===== config.mk =====
export PLATFORM = sky130hd
export DESIGN_NAME = apb_const_fetch_arb_flat
export DESIGN_NICKNAME = d
export VERILOG_FILES = /design/src/rtl/apb_const_fetch_arb_if.sv /design/src/rtl/apb_const_fetch_arb.sv /design/src/flat_wrapper.sv
export SDC_FILE = /design/constraint.sdc
export NUM_CORES = 1
export LEC_CHECK = 0
export CORE_MARGIN = 4
export CORE_UTILIZATION = 50
export DETAILED_ROUTE_END_ITERATION = 16
export GPL_TIMING_DRIVEN = 0
export PLACE_DENSITY = 0.84
export RECOVER_POWER = 25
export REMOVE_ABC_BUFFERS = 1
export SYNTH_ARGS = -nofsm -noshare
export SYNTH_HDL_FRONTEND = slang
export SYNTH_SLANG_ARGS = --single-unit

===== constraint.sdc =====
create_clock -name pclk -period 4.14 [get_ports pclk]
set_clock_uncertainty 0.1 [all_clocks]
set_input_delay 0.621 -clock pclk [delete_from_list [all_inputs] [get_ports pclk]]
set_output_delay 0.621 -clock pclk [all_outputs]
set_load 0.01 [all_outputs]

===== src/rtl/apb_const_fetch_arb_if.sv =====
// Bundle of requester-side and APB-side signals for apb_const_fetch_arb.
// The master modport is the arbiter's view; slave is the clients/fabric view.
interface apb_const_fetch_arb_if #(
    parameter int N_REQ = 2,
    parameter int IDX_W = 4
);
    logic [N_REQ-1:0]       req;
    logic [N_REQ*IDX_W-1:0] req_idx;
    logic [N_REQ-1:0]       done;
    logic [63:0]            rsp_data;
    logic                   rsp_err;
    logic                   psel;
    logic                   penable;
    logic [31:0]            paddr;
    logic [31:0]            prdata;
    logic                   pready;
    logic                   pslverr;

    modport master (
        input  req, req_idx, prdata, pready, pslverr,
        output done, rsp_data, rsp_err, psel, penable, paddr
    );

    modport slave (
        output req, req_idx, prdata, pready, pslverr,
        input  done, rsp_data, rsp_err, psel, penable, paddr
    );
endinterface


===== src/rtl/apb_const_fetch_arb.sv =====
// Round-robin shared APB reader of 64-bit constants (high word, then low word).
// Optional macro APB_ARB_TIMEOUT_EN aborts an ACCESS phase after TIMEOUT cycles.
module apb_const_fetch_arb #(
    parameter int          N_REQ     = 2,
    parameter logic [31:0] BASE_ADDR = 32'h7000_0000,
    parameter int          IDX_W     = 4,
    parameter int          TIMEOUT   = 16
) (
    input  logic                 pclk,
    input  logic                 preset,
    apb_const_fetch_arb_if.master bus
);
    localparam int GW = (N_REQ > 1) ? $clog2(N_REQ) : 1;

    if (N_REQ < 2 || N_REQ > 8 || TIMEOUT < 1) begin : g_bad_param
        $error("apb_const_fetch_arb: N_REQ must be 2..8 and TIMEOUT >= 1");
    end

    typedef enum logic [2:0] {IDLE, SETUP_H, ACCESS_H, SETUP_L, ACCESS_L, RESP} state_t;

    state_t             state_q, state_d;
    logic [GW-1:0]      gnt_q, gnt_d, last_gnt_q, last_gnt_d;
    logic [IDX_W-1:0]   idx_q, idx_d;
    logic [31:0]        hi_q, hi_d, lo_q, lo_d;
    logic               err_q, err_d;
    logic               found;
    int                 cand;

    logic               psel_q, psel_d, penable_q, penable_d, rsp_err_q, rsp_err_d;
    logic [31:0]        paddr_q, paddr_d;
    logic [N_REQ-1:0]   done_q, done_d;
    logic [63:0]        rsp_data_q, rsp_data_d;

`ifdef APB_ARB_TIMEOUT_EN
    localparam int CNT_W = $clog2(TIMEOUT + 1);
    logic [CNT_W-1:0] cnt_q, cnt_d;
`endif

    // NOTE: every variable gets a default before the case so no path leaves it unassigned (no latches).
    always_comb begin
        state_d    = state_q;
        gnt_d      = gnt_q;
        last_gnt_d = last_gnt_q;
        idx_d      = idx_q;
        hi_d       = hi_q;
        lo_d       = lo_q;
        err_d      = err_q;
        found      = 1'b0;
        cand       = 0;
`ifdef APB_ARB_TIMEOUT_EN
        cnt_d      = cnt_q;
`endif
        unique case (state_q)
            IDLE: begin
                err_d = 1'b0;
                // Search starts just after the last winner, so priority rotates.
                for (int i = 1; i <= N_REQ; i++) begin
                    cand = int'(last_gnt_q) + i;
                    if (cand >= N_REQ) cand = cand - N_REQ;
                    if (!found && bus.req[cand]) begin
                        found = 1'b1;
                        gnt_d = GW'(cand);
                    end
                end
                if (found) begin
                    idx_d   = bus.req_idx[gnt_d*IDX_W +: IDX_W];
                    state_d = SETUP_H;
                end
            end
            SETUP_H: begin
                state_d = ACCESS_H;
`ifdef APB_ARB_TIMEOUT_EN
                cnt_d   = '0;
`endif
            end
            ACCESS_H: begin
                if (bus.pready) begin
                    if (bus.pslverr) begin
                        err_d   = 1'b1;
                        state_d = RESP;
                    end else begin
                        hi_d    = bus.prdata;
                        state_d = SETUP_L;
                    end
                end
`ifdef APB_ARB_TIMEOUT_EN
                else if (cnt_q == CNT_W'(TIMEOUT - 1)) begin
                    err_d   = 1'b1;
                    state_d = RESP;
                end else begin
                    cnt_d = cnt_q + CNT_W'(1);
                end
`endif
            end
            SETUP_L: begin
                state_d = ACCESS_L;
`ifdef APB_ARB_TIMEOUT_EN
                cnt_d   = '0;
`endif
            end
            ACCESS_L: begin
                if (bus.pready) begin
                    lo_d    = bus.prdata;
                    err_d   = bus.pslverr;
                    state_d = RESP;
                end
`ifdef APB_ARB_TIMEOUT_EN
                else if (cnt_q == CNT_W'(TIMEOUT - 1)) begin
                    err_d   = 1'b1;
                    state_d = RESP;
                end else begin
                    cnt_d = cnt_q + CNT_W'(1);
                end
`endif
            end
            RESP: begin
                last_gnt_d = gnt_q;
                state_d    = IDLE;
            end
            default: state_d = IDLE;
        endcase

        // Outputs are decoded from the next state and registered with it.
        psel_d    = state_d inside {SETUP_H, ACCESS_H, SETUP_L, ACCESS_L};
        penable_d = state_d inside {ACCESS_H, ACCESS_L};
        paddr_d   = paddr_q;
        if (state_d == SETUP_H)      paddr_d = BASE_ADDR + (32'(idx_d) << 1);
        else if (state_d == SETUP_L) paddr_d = BASE_ADDR + (32'(idx_d) << 1) + 32'd1;
        done_d     = (state_d == RESP) ? ({{(N_REQ-1){1'b0}}, 1'b1} << gnt_d) : '0;
        rsp_err_d  = (state_d == RESP) && err_d;
        rsp_data_d = ((state_d == RESP) && !err_d) ? {hi_d, lo_d} : 64'd0;
    end

    // NOTE: state flops use non-blocking assignments so all registers update together at the edge.
    always_ff @(posedge pclk) begin
        if (preset) begin
            state_q    <= IDLE;
            gnt_q      <= '0;
            last_gnt_q <= GW'(N_REQ - 1);
            idx_q      <= '0;
            hi_q       <= '0;
            lo_q       <= '0;
            err_q      <= 1'b0;
            psel_q     <= 1'b0;
            penable_q  <= 1'b0;
            paddr_q    <= '0;
            done_q     <= '0;
            rsp_data_q <= '0;
            rsp_err_q  <= 1'b0;
`ifdef APB_ARB_TIMEOUT_EN
            cnt_q      <= '0;
`endif
        end else begin
            state_q    <= state_d;
            gnt_q      <= gnt_d;
            last_gnt_q <= last_gnt_d;
            idx_q      <= idx_d;
            hi_q       <= hi_d;
            lo_q       <= lo_d;
            err_q      <= err_d;
            psel_q     <= psel_d;
            penable_q  <= penable_d;
            paddr_q    <= paddr_d;
            done_q     <= done_d;
            rsp_data_q <= rsp_data_d;
            rsp_err_q  <= rsp_err_d;
`ifdef APB_ARB_TIMEOUT_EN
            cnt_q      <= cnt_d;
`endif
        end
    end

    assign bus.psel     = psel_q;
    assign bus.penable  = penable_q;
    assign bus.paddr    = paddr_q;
    assign bus.done     = done_q;
    assign bus.rsp_data = rsp_data_q;
    assign bus.rsp_err  = rsp_err_q;
endmodule


===== src/flat_wrapper.sv =====
// flat-port wrapper written by rule: the top's interface ports become plain ports
module apb_const_fetch_arb_flat 
#(
    parameter int          N_REQ     = 2,
    parameter logic [31:0] BASE_ADDR = 32'h7000_0000,
    parameter int          IDX_W     = 4,
    parameter int          TIMEOUT   = 16
)
  (pclk, preset, bus_req, bus_req_idx, bus_prdata, bus_pready, bus_pslverr, bus_done, bus_rsp_data, bus_rsp_err, bus_psel, bus_penable, bus_paddr);
  apb_const_fetch_arb_if #(.N_REQ(N_REQ), .IDX_W(IDX_W)) bus_i ();
  input  logic pclk;
  input  logic preset;
  input wire logic [$bits(bus_i.req)-1:0] bus_req;
  input wire logic [$bits(bus_i.req_idx)-1:0] bus_req_idx;
  input wire logic [$bits(bus_i.prdata)-1:0] bus_prdata;
  input wire logic [$bits(bus_i.pready)-1:0] bus_pready;
  input wire logic [$bits(bus_i.pslverr)-1:0] bus_pslverr;
  output wire logic [$bits(bus_i.done)-1:0] bus_done;
  output wire logic [$bits(bus_i.rsp_data)-1:0] bus_rsp_data;
  output wire logic [$bits(bus_i.rsp_err)-1:0] bus_rsp_err;
  output wire logic [$bits(bus_i.psel)-1:0] bus_psel;
  output wire logic [$bits(bus_i.penable)-1:0] bus_penable;
  output wire logic [$bits(bus_i.paddr)-1:0] bus_paddr;
  assign bus_i.req = bus_req;
  assign bus_i.req_idx = bus_req_idx;
  assign bus_i.prdata = bus_prdata;
  assign bus_i.pready = bus_pready;
  assign bus_i.pslverr = bus_pslverr;
  assign bus_done = bus_i.done;
  assign bus_rsp_data = bus_i.rsp_data;
  assign bus_rsp_err = bus_i.rsp_err;
  assign bus_psel = bus_i.psel;
  assign bus_penable = bus_i.penable;
  assign bus_paddr = bus_i.paddr;
  apb_const_fetch_arb #(.N_REQ(N_REQ), .BASE_ADDR(BASE_ADDR), .IDX_W(IDX_W), .TIMEOUT(TIMEOUT)) u_core (.pclk(pclk), .preset(preset), .bus(bus_i));
endmodule

==> reports/metrics.csv, run 1 <==
stage,metric,value,unit
global_route,largest net degree at the start of global routing,43,
timing,Fmax,0.327,GHz
die,Die Width,108,um
route,routed len/inst,14.4,um
worst_setup_path,endpoint class of the critical path,flop,
die,starting density of the core,51.2,%
power,Sw Ratio,23.1,%
synthesis,Synth Area per Inst,10.5,um^2
place,port bufs,122,
power,P_leak,0.00253,uW
finish,Non-Filler Instances,740,
route,Via Count,3510,
power,Power Density,467,nW/um^2
power,sequential share of power,47.1,%
timing,Final min period,3.06,ns
route,DRT Wirelength,10700,um
power,Tot Pwr,3170,uW
power,Net Sw Power,734,uW
finish,share of layout cells above drive strength 1,6.92,%
worst_setup_path,CP Class,in2reg,
finish,ant diodes,0,
timing,Slew headroom,40.3,%
route,drt initial violations,99,
die,Rows,36,
global_route,GRT overflow,0,
job,max cap viols,0,
timing,RSZ-0062 raised after global routing,false,
cts,H-tree depth,4,
cts,clock-pin transition on the worst setup and hold timing paths,0.06,ns
synthesis,"FFs w/ async S/R, synth",0,%
synthesis,Post-synth top flop,dfxtp_1,
power,internal power,2440,uW
place,Placer Congestion,0.755,
route,Pre-Repair DR Iteration Count,5,
global_route,Total Routing Usage GR,19.1,%
route,Detail Route Antenna Nets,0,
cts,TritonCTS Buffers,17,
worst_setup_path,Startpoint Class,input port,
power,Gate power share,7.5,%
die,Die Y,108,um
cts,CTS hold repair buffers,0,
cts,Clock Path Buffers,2,
die,core area,9770,um^2
cts,Root Driver,clkbuf_8,
finish,Final #Nets,640,
die,die area,11700,um^2
place,Placed Cells,708,
die,io pins,147,
global_route,antenna violations before repair,0,
cts,post_cts resized,0,
power,Clock Power Share,45.4,%
synthesis,Syn Inst Count,475,
timing,Final Max Tran Viols,0,
synthesis,Yosys cell types,37,
synthesis,Synth area leader,dfxtp_1,
timing,Worst-Margin Slew,0.895,ns
cts,"Setup Fix Bufs, Post-CTS",0,
global_route,global-route wire length before repair,17300,um
worst_setup_path,Critical Path AT,3.32,ns
synthesis,Synth Register Bits,149,
cts,CTS tree,yes,
global_route,vias in the first global route,3713,
worst_setup_path,"critical path fanouts, max",11,
timing,fin crit share,73.9,%
synthesis,"top cells by area, synth","dfxtp_1, mux2i_1, nor2_1",
route,Vias/cell,4.74,
place,placed wire-length estimate,7410,um
synthesis,share of the synthesized area in the top cell type,59.6,%
min_path,Worst Hold Class,reg2reg,
cts,clk_lat worst skew,0.50,ns
worst_setup_path,reg-to-reg setup timing slack,1.35,ns
power,Worst VDD drop,0.263,mV
timing,final setup fails,0,
timing,"Hold Vio Cnt, Final",0,
synthesis,sequential share of the synthesized area,59.6,%
worst_setup_path,Worst Path Required,4.40,ns
synthesis,YS warnings,0,
outcome,outcome,"complete, no violations",
synthesis,number of synthesized flops with an enable pin,0,
synthesis,Synth Cell Area,5000,um^2
cts,Clock Sinks,149,
route,Post-route DRC,0,
finish,area growth from synthesis to layout,35.8,%
## routing by layer
metal / global-route usage, % / up-vias / part of all wire (%)
met4: 7.21 / 0 / 1.1
met2: 33.5 / 108 / 51
li1: - / 1742 / -
met1: 20.6 / 1647 / 40
met3: 7.64 / 13 / 7.6
met5: 0 / - / 0
## synth_stat cells, types with 4 or more instances
cell and count:
mux2i_1 72, a21oi_1 12, dfxtp_1 149, buf_6 7, nor3_1 4, clkbuf_1 12
nand2b_1 6, buf_4 29, nor2_1 137, buf_2 5, a21boi_1 4, o21a_1 5
## path summary, 6_finish.rpt
kind	from	to	cells after the start
worst max register to register	u_core.state_q[1]	u_core.hi_q[8]	6
worst min-delay path	u_core.idx_q[2]	u_core.idx_q[2]	1
worst min register to register	u_core.idx_q[2]	u_core.idx_q[2]	1
worst max-delay path	bus_pready	u_core.hi_q[8]	7
## sequential cells by signal (all words and copies together), names as in the netlist
register,count
u_core.bus.rsp_err,1
u_core.last_gnt_q,1
u_core.bus.done,2
u_core.idx_q,4
u_core.err_q,1
u_core.bus.psel,1
u_core.hi_q,32
u_core.state_q,3
u_core.bus.paddr,6
u_core.lo_q,32
u_core.bus.rsp_data,64
u_core.gnt_q,1
u_core.bus.penable,1
## power by group through the flow
stage	sequential [uW]	clock, uW	combinational [uW]
global route	1500	1540	260
global placement	1520	0	227
floorplan	1530	0	110
CTS	1500	1470	243
finish	1490	1440	238
detailed placement	1530	0	240
## layout by cell type (no fill, tap or decap), drive strengths merged
cell type,n
nor4,1
a22oi,1
nor3,5
nor3b,1
nand4b,1
o32a,1
a211o,1
clkinvlp,3
dfxtp,149
a21boi,7
a211oi,1
o21bai,1
a311o,1
o21ai,3
inv,5
nand2,3
a2111o,1
nor2b,3
o21a,5
and3,1
nand2b,6
nor2,138
buf,8
nand3,1
mux2i,72
nand3b,1
clkinv,5
dlygate4sd3,30
conb,24
a21oi,12
nor4bb,2
clkbuf,22
clkdlybuf4s50,91
bufinv,1
## final cells by class
cell class | instances | area, um^2
clock buffers | 20 | 455
clock inverters | 12 | 119
fillers | 734 | 2980
inverters | 2 | 7.51
multi-input cells | 293 | 1720
flip-flops and latches | 149 | 2980
well taps | 133 | 166
repair buffers | 131 | 1340
## worst max-delay path, cell delays in order
cell and delay (ns):
dlygate4sd3_1 0.75, nand2_1 0.13, nor4_1 0.53, clkbuf_1 0.74, buf_8 0.24, mux2i_1 0.24, nor2_1 0.06
## kinds of logic after synthesis
| group | after synthesis | share of synthesized area (%) |
|---|---|---|
| AOI/OAI and AO/OA | 34 | 4.63 |
| buffers and inverters | 56 | 7.55 |
| DFF | 149 | 59.6 |
| muxes | 72 | 14.4 |
| other | 1 | 0.0750 |
| and+or+nand+nor | 163 | 13.7 |
## metrics by stage
stage	setup WS [ns]	util (%)	setup TNS (ns)	hold WS, ns	instance area (um^2)
after floorplan	-0.213	-	-12.45	0.340	4720
after global placement	-2.44	62.5	-237.07	0.349	6110
after global routing	0.829	69.5	0	0.382	6800
final	1.08	69.5	0	0.365	6800
after detailed placement	1.10	64.0	0	0.353	6260
after CTS	1.57	69.9	0	0.366	6830
Note: power is estimated with default switching activity, not from simulation.
==> run 2: changes to the inputs <==
--- a/config.mk
+++ b/config.mk
@@ -6,10 +6,10 @@
 export NUM_CORES = 1
 export LEC_CHECK = 0
 export CORE_MARGIN = 4
-export CORE_UTILIZATION = 50
+export CORE_UTILIZATION = 47
 export DETAILED_ROUTE_END_ITERATION = 16
 export GPL_TIMING_DRIVEN = 0
-export PLACE_DENSITY = 0.84
+export PLACE_DENSITY = 0.8
 export RECOVER_POWER = 25
 export REMOVE_ABC_BUFFERS = 1
 export SYNTH_ARGS = -nofsm -noshare
==> constraint.sdc (replaced) <==
create_clock -name pclk -period 3.2 [get_ports pclk]
set_clock_uncertainty 0.1 [all_clocks]
set_input_delay 0.48 -clock pclk [delete_from_list [all_inputs] [get_ports pclk]]
set_output_delay 0.48 -clock pclk [all_outputs]
set_load 0.01 [all_outputs]
==> run 2 against run 1 <==
Net effect:
- hold slack better by 0.011 ns
- utilization is 3.0 points lower
- combinational power is 29% higher
- via count is 0.26% higher
- die area is 5.9% higher
- wire length is 4.5% lower
- sequential cell count stayed put
- clock power is 42% higher
- clock-buffer cell count is 2 lower
- register-to-register slack worse by 0.42 ns
- largest cell class unchanged
- largest power group is now clock
==> reports/metrics.csv, run 2 (synthesis results as in run 1) <==
stage,metric,value,unit
timing,Slew headroom,43.2,%
route,Pre-Repair DR Iteration Count,4,
finish,Final Cell Area,6870,um^2
global_route,vias in the first global route,3698,
timing,Worst-Margin Slew,0.844,ns
die,starting density of the core,48.5,%
worst_setup_path,Setup crit end,u_core.hi_q[4],
worst_setup_path,CP startpoint,bus_pready,
timing,fin crit share,74.1,%
die,Die Y,111,um
power,Power Density,625,nW/um^2
place,placed inst area,6250,um^2
global_route,largest net degree at the start of global routing,42,
place,port bufs,122,
finish,Final #Nets,640,
route,Via Count,3519,
cts,TritonCTS Buffers,17,
worst_setup_path,CP Class,in2reg,
global_route,met2 GRT Util,29.7,%
finish,"most common cell after layout, fill and taps aside",dfxtp_1,
worst_setup_path,slowest cell on the critical path,dlygate4sd3_1,
route,Vias/cell,4.75,
worst_setup_path,r2r startpoint,u_core.state_q[1],
power,P_leak,0.00259,uW
cts,post_cts resized,0,
worst_setup_path,Startpoint Class,input port,
die,Die Width,111,um
place,Placer Congestion,0.739,
job,max cap viols,0,
die,core area,10300,um^2
timing,Final Max Tran Viols,0,
finish,share of layout cells above drive strength 1,6.94,%
finish,Largest register FFs,64,
power,Tot Pwr,4290,uW
cts,"Setup Fix Bufs, Post-CTS",0,
finish,area growth from synthesis to layout,37.3,%
timing,Final min period,2.37,ns
timing,"Hold Vio Cnt, Final",0,
worst_setup_path,"slowest stage delay, CP",0.75,ns
cts,clock-pin transition on the worst setup and hold timing paths,0.06,ns
power,Worst VDD drop,0.376,mV
worst_setup_path,cell count of the worst reg-to-reg path,6,
cts,CTS tree,yes,
worst_setup_path,"critical path fanouts, max",11,
worst_setup_path,CP most frequent cell,buf_6,
finish,most frequent cells in the layout,"dfxtp_1, nor2_1, clkdlybuf4s50_1, mux2i_1, dlygate4sd3_1",
min_path,Worst Hold Class,reg2reg,
timing,Fin Setup TNS,0,ns
timing,Fmax,0.422,GHz
place,placed wire-length estimate,7400,um
worst_setup_path,ordered list of cells on the worst path,dlygate4sd3_1 > nand2_1 > nor4_4 > buf_6 > buf_6 > mux2i_1 > nor2_1,
global_route,grt peak-use layer,met2,
cts,CTS hold repair buffers,0,
worst_setup_path,reg-to-reg setup timing slack,0.93,ns
worst_setup_path,endpoint class of the critical path,flop,
timing,final setup fails,0,
route,routed len/inst,13.7,um
global_route,GRT overflow,0,
worst_setup_path,RR Endpoint,u_core.hi_q[4],
cts,H-tree depth,4,
die,die area,12400,um^2
die,io pins,147,
global_route,global-route wire length before repair,17400,um
finish,ant diodes,0,
cts,Clock Sinks,149,
cts,Clock Path Buffers,2,
global_route,GR Util met3,5.51,%
timing,RSZ-0062 raised after global routing,false,
route,drt initial violations,103,
global_route,GRT met1 Usage,19.4,%
worst_setup_path,Critical Path AT,2.63,ns
outcome,outcome,"complete, no violations",
die,Rows,37,
min_path,hold path startpoint,u_core.idx_q[3],
route,Detail Route Antenna Nets,0,
cts,Root Driver,clkbuf_8,
route,DRT Wirelength,10200,um
global_route,antenna violations before repair,0,
global_route,Total Routing Usage GR,17.1,%
route,Post-route DRC,0,
cts,clk_lat worst skew,0.51,ns
worst_setup_path,Worst Path Required,3.46,ns
==> run 2: worst min-delay path by stage <==
stage	to	slack (ns)	depth (start not counted)
5_1_grt	u_core.idx_q[1]	0.39	1
2_1_floorplan	u_core.idx_q[0]	0.34	1
6_report	u_core.idx_q[3]	0.38	1
3_3_place_gp	u_core.idx_q[1]	0.35	1
4_1_cts	u_core.idx_q[2]	0.37	1
3_5_place_dp	u_core.idx_q[2]	0.35	1
==> run 2: per-layer routing <==
metal,wire length [um],up-vias
li1,-,1737
met1,4200,1666
met2,5220,107
met3,664,9
met4,107,0
met5,0,-
==> run 2: through the flow <==
stage          util [%]  hold WS [ns]  worst slack (ns)  std cells
3_3_place_gp       59.2         0.347             -3.36        702
3_5_place_dp       60.6         0.354             0.368        711
5_1_grt            66.5         0.394             0.706        741
4_1_cts            66.6         0.367             0.909        741
6_report           66.5         0.376             0.829        741
2_1_floorplan         -         0.340             -1.02        444
==> run 2: cell type report <==
class | instances | area, um^2
Timing Repair Buffer | 131 | 1350
Clock buffer | 18 | 418
Clock inverter | 12 | 204
Multi-Input combinational cell | 293 | 1740
Sequential cell | 149 | 2980
Tap cell | 136 | 170
Fill cell | 798 | 3450
Inverter | 2 | 7.51
==> run 2: critical path, delay by kind of cell <==
kind	cells	cell delay, ns
buf+inv	3	1.17
mux	1	0.27
simple gates	3	0.71
==> run 2: power breakdown <==
part | internal (uW) | leakage [uW] | switching [uW]
combinational | 153 | 0.00110 | 152
clock | 1340 | 0.000293 | 713
sequential | 1900 | 0.00120 | 35.8
==> run 3: changes to the inputs <==
==> constraint.sdc (replaced) <==
create_clock -name pclk -period 2.4 [get_ports pclk]
set_clock_uncertainty 0.1 [all_clocks]
set_input_delay 0.36 -clock pclk [delete_from_list [all_inputs] [get_ports pclk]]
set_output_delay 0.36 -clock pclk [all_outputs]
set_load 0.01 [all_outputs]
==> run 3 against run 2 <==
Net effect:
- cell area grew 0.31%
- wire length grew 0.42%
- first-iteration DRC count grew 4.9%
- largest power group unchanged
- highest routed layer unchanged
- sequential share of layout area shrank 0.13 points
- critical endpoint unchanged
- clock-buffer cell count is the same
- setup slack lost 0.61 ns
- die area is the same
- via count grew 0.31%
==> reports/metrics.csv, run 3 (synthesis results as in run 1) <==
stage,metric,value,unit
outcome,outcome,"complete, no violations",
route,Pre-Repair DR Iteration Count,4,
global_route,antenna violations before repair,0,
power,P_leak,0.00262,uW
place,port bufs,122,
timing,"Hold Vio Cnt, Final",0,
min_path,Worst Hold Class,in2reg,
cts,Clock Path Buffers,2,
worst_setup_path,cell count of the worst reg-to-reg path,6,
route,DRT Wirelength,10200,um
route,WL met3,658,um
power,Worst VDD drop,0.501,mV
min_path,hold path cells,2,
worst_setup_path,"CP delay by family, top",buffers and inverters,
die,Die Width,111,um
global_route,Total Routing Usage GR,17.1,%
global_route,largest net degree at the start of global routing,42,
finish,ant diodes,0,
timing,Slew headroom,43.7,%
worst_setup_path,ordered list of cells on the worst path,dlygate4sd3_1 > nand2_1 > nor4_4 > buf_6 > buf_6 > mux2i_1 > nor2_1,
route,drt initial violations,108,
finish,Final #Nets,643,
finish,Final Cell Area,6890,um^2
cts,Root Driver,clkbuf_8,
die,core area,10300,um^2
die,starting density of the core,48.5,%
place,pre-CTS setup slack,-0.312,ns
finish,Non-Filler Instances,744,
power,Sw Ratio,21.0,%
timing,Worst-Margin Slew,0.837,ns
die,die area,12400,um^2
cts,clock-pin transition on the worst setup and hold timing paths,0.06,ns
timing,RSZ-0062 raised after global routing,false,
global_route,global-route wire length before repair,17400,um
place,Placed Cells,711,
global_route,vias in the first global route,3698,
timing,Final min period,2.18,ns
timing,final setup fails,0,
finish,share of layout cells above drive strength 1,7.40,%
die,Die Y,111,um
power,internal power,4520,uW
power,Net Sw Power,1200,uW
power,Clock Power Share,47.7,%
worst_setup_path,Worst Path Buf+Inv,3,
power,sequential share of power,45.1,%
cts,post_cts resized,0,
die,io pins,147,
job,max cap viols,0,
place,placed wire-length estimate,7400,um
route,Detail Route Antenna Nets,0,
min_path,hold path startpoint,preset,
worst_setup_path,reg-to-reg setup timing slack,0.23,ns
worst_setup_path,CP most frequent cell,buf_6,
route,Highest Signal Layer,met4,
power,Power Density,831,nW/um^2
timing,slack of the critical path,0.221,ns
finish,Largest register FFs,64,
min_path,Worst Hold Path EP,u_core.hi_q[13],
route,Via Count,3530,
route,Vias/cell,4.74,
finish,final core utilization,66.8,%
timing,Fmax,0.459,GHz
power,Gate power share,7.2,%
route,WL met2,5230,um
cts,H-tree depth,4,
worst_setup_path,slowest cell on the critical path,dlygate4sd3_1,
timing,fin crit share,90.8,%
global_route,GRT overflow,0,
place,Placer Congestion,0.739,
finish,area growth from synthesis to layout,37.8,%
place,placed inst area,6250,um^2
cts,clk_lat worst skew,0.50,ns
worst_setup_path,RR Endpoint,u_core.hi_q[4],
finish,most frequent cells in the layout,"dfxtp_1, nor2_1, clkdlybuf4s50_1, mux2i_1, dlygate4sd3_1",
worst_setup_path,CP Class,in2reg,
worst_setup_path,"slowest stage delay, CP",0.75,ns
route,routed len/inst,13.8,um
worst_setup_path,endpoint class of the critical path,flop,
cts,CTS hold repair buffers,0,
timing,Final Max Tran Viols,0,
worst_setup_path,"critical path fanouts, max",11,
finish,"most common cell after layout, fill and taps aside",dfxtp_1,
route,wl on met1,4210,um
route,Post-route DRC,0,
worst_setup_path,Worst Path Required,2.66,ns
worst_setup_path,r2r startpoint,u_core.state_q[1],
cts,TritonCTS Buffers,17,
cts,CTS tree,yes,
worst_setup_path,Critical Path AT,2.44,ns
die,Rows,37,
worst_setup_path,Startpoint Class,input port,
cts,Clock Sinks,149,
-- run 3: cell count changes in the layout (fill, tap and decap cells not counted), sizes merged --
cell | before | now
dlygate4sd3 | 41 | 42
clkdlybuf4s50 | 80 | 79
buf | 10 | 13
-- run 3: power groups by stage --
stage | registers, uW | clock network (uW) | logic, uW
6_report | 2580 | 2730 | 411
5_1_grt | 2590 | 2900 | 455
4_1_cts | 2580 | 2790 | 414
3_5_place_dp | 2640 | 0 | 411
3_3_place_gp | 2630 | 0 | 392
2_1_floorplan | 2640 | 0 | 190
-- run 3: final cells by class --
type                       count  area (um^2)
sequential                   149         2980
clock inverter                12          204
inverter                       2         7.51
clock buffer                  18          418
multi-input combinational    293         1740
fill                         797         3430
timing repair buffer         134         1370
tap                          136          170
-- run 3: metal layers --
metal  GRT usage (%)  vias to the layer above
met5               0                        -
met4            6.89                        0
met3            5.51                       12
met2            29.7                      107
met1            19.4                     1669
li1                -                     1742
-- run 3: worst max path at each step --
stage | startpoint | end | slack, ns | cells after the start
5_1_grt | u_core.state_q[2] | u_core.lo_q[4] | 0.05 | 5
3_3_place_gp | bus_pready | u_core.bus.rsp_data[37] | -4.04 | 5
6_report | bus_pready | u_core.hi_q[4] | 0.22 | 7
4_1_cts | u_core.state_q[1] | u_core.hi_q[4] | 0.11 | 6
3_5_place_dp | bus_pready | u_core.hi_q[4] | -0.31 | 7
2_1_floorplan | u_core.state_q[1] | u_core.bus.rsp_data[32] | -1.82 | 4
-- run 3: per-stage QoR --
| stage | total power (uW) | TNS, ns | hold WS (ns) |
|---|---|---|---|
| 2_1_floorplan | 2830 | -142.84 | 0.332 |
| 3_3_place_gp | 3020 | -452.10 | 0.347 |
| 3_5_place_dp | 3050 | -12.57 | 0.354 |
| 4_1_cts | 5790 | 0 | 0.285 |
| 5_1_grt | 5940 | 0 | 0.331 |
| 6_report | 5720 | 0 | 0.303 |
-- run 3: repair_timing --
item | CTS | global route
endpoints found under the hold margin | 0 | 0
buffers inserted | 0 | 3
setup endpoints to repair | 0 | 3
-- run 3: worst reg2reg max path: stages (launching register included) --
cell     delay [ns]
dfxtp_1        0.59
nand2_1        0.19
nor4_4         0.42
buf_6          0.24
buf_6          0.16
mux2i_1        0.27
nor2_1         0.07
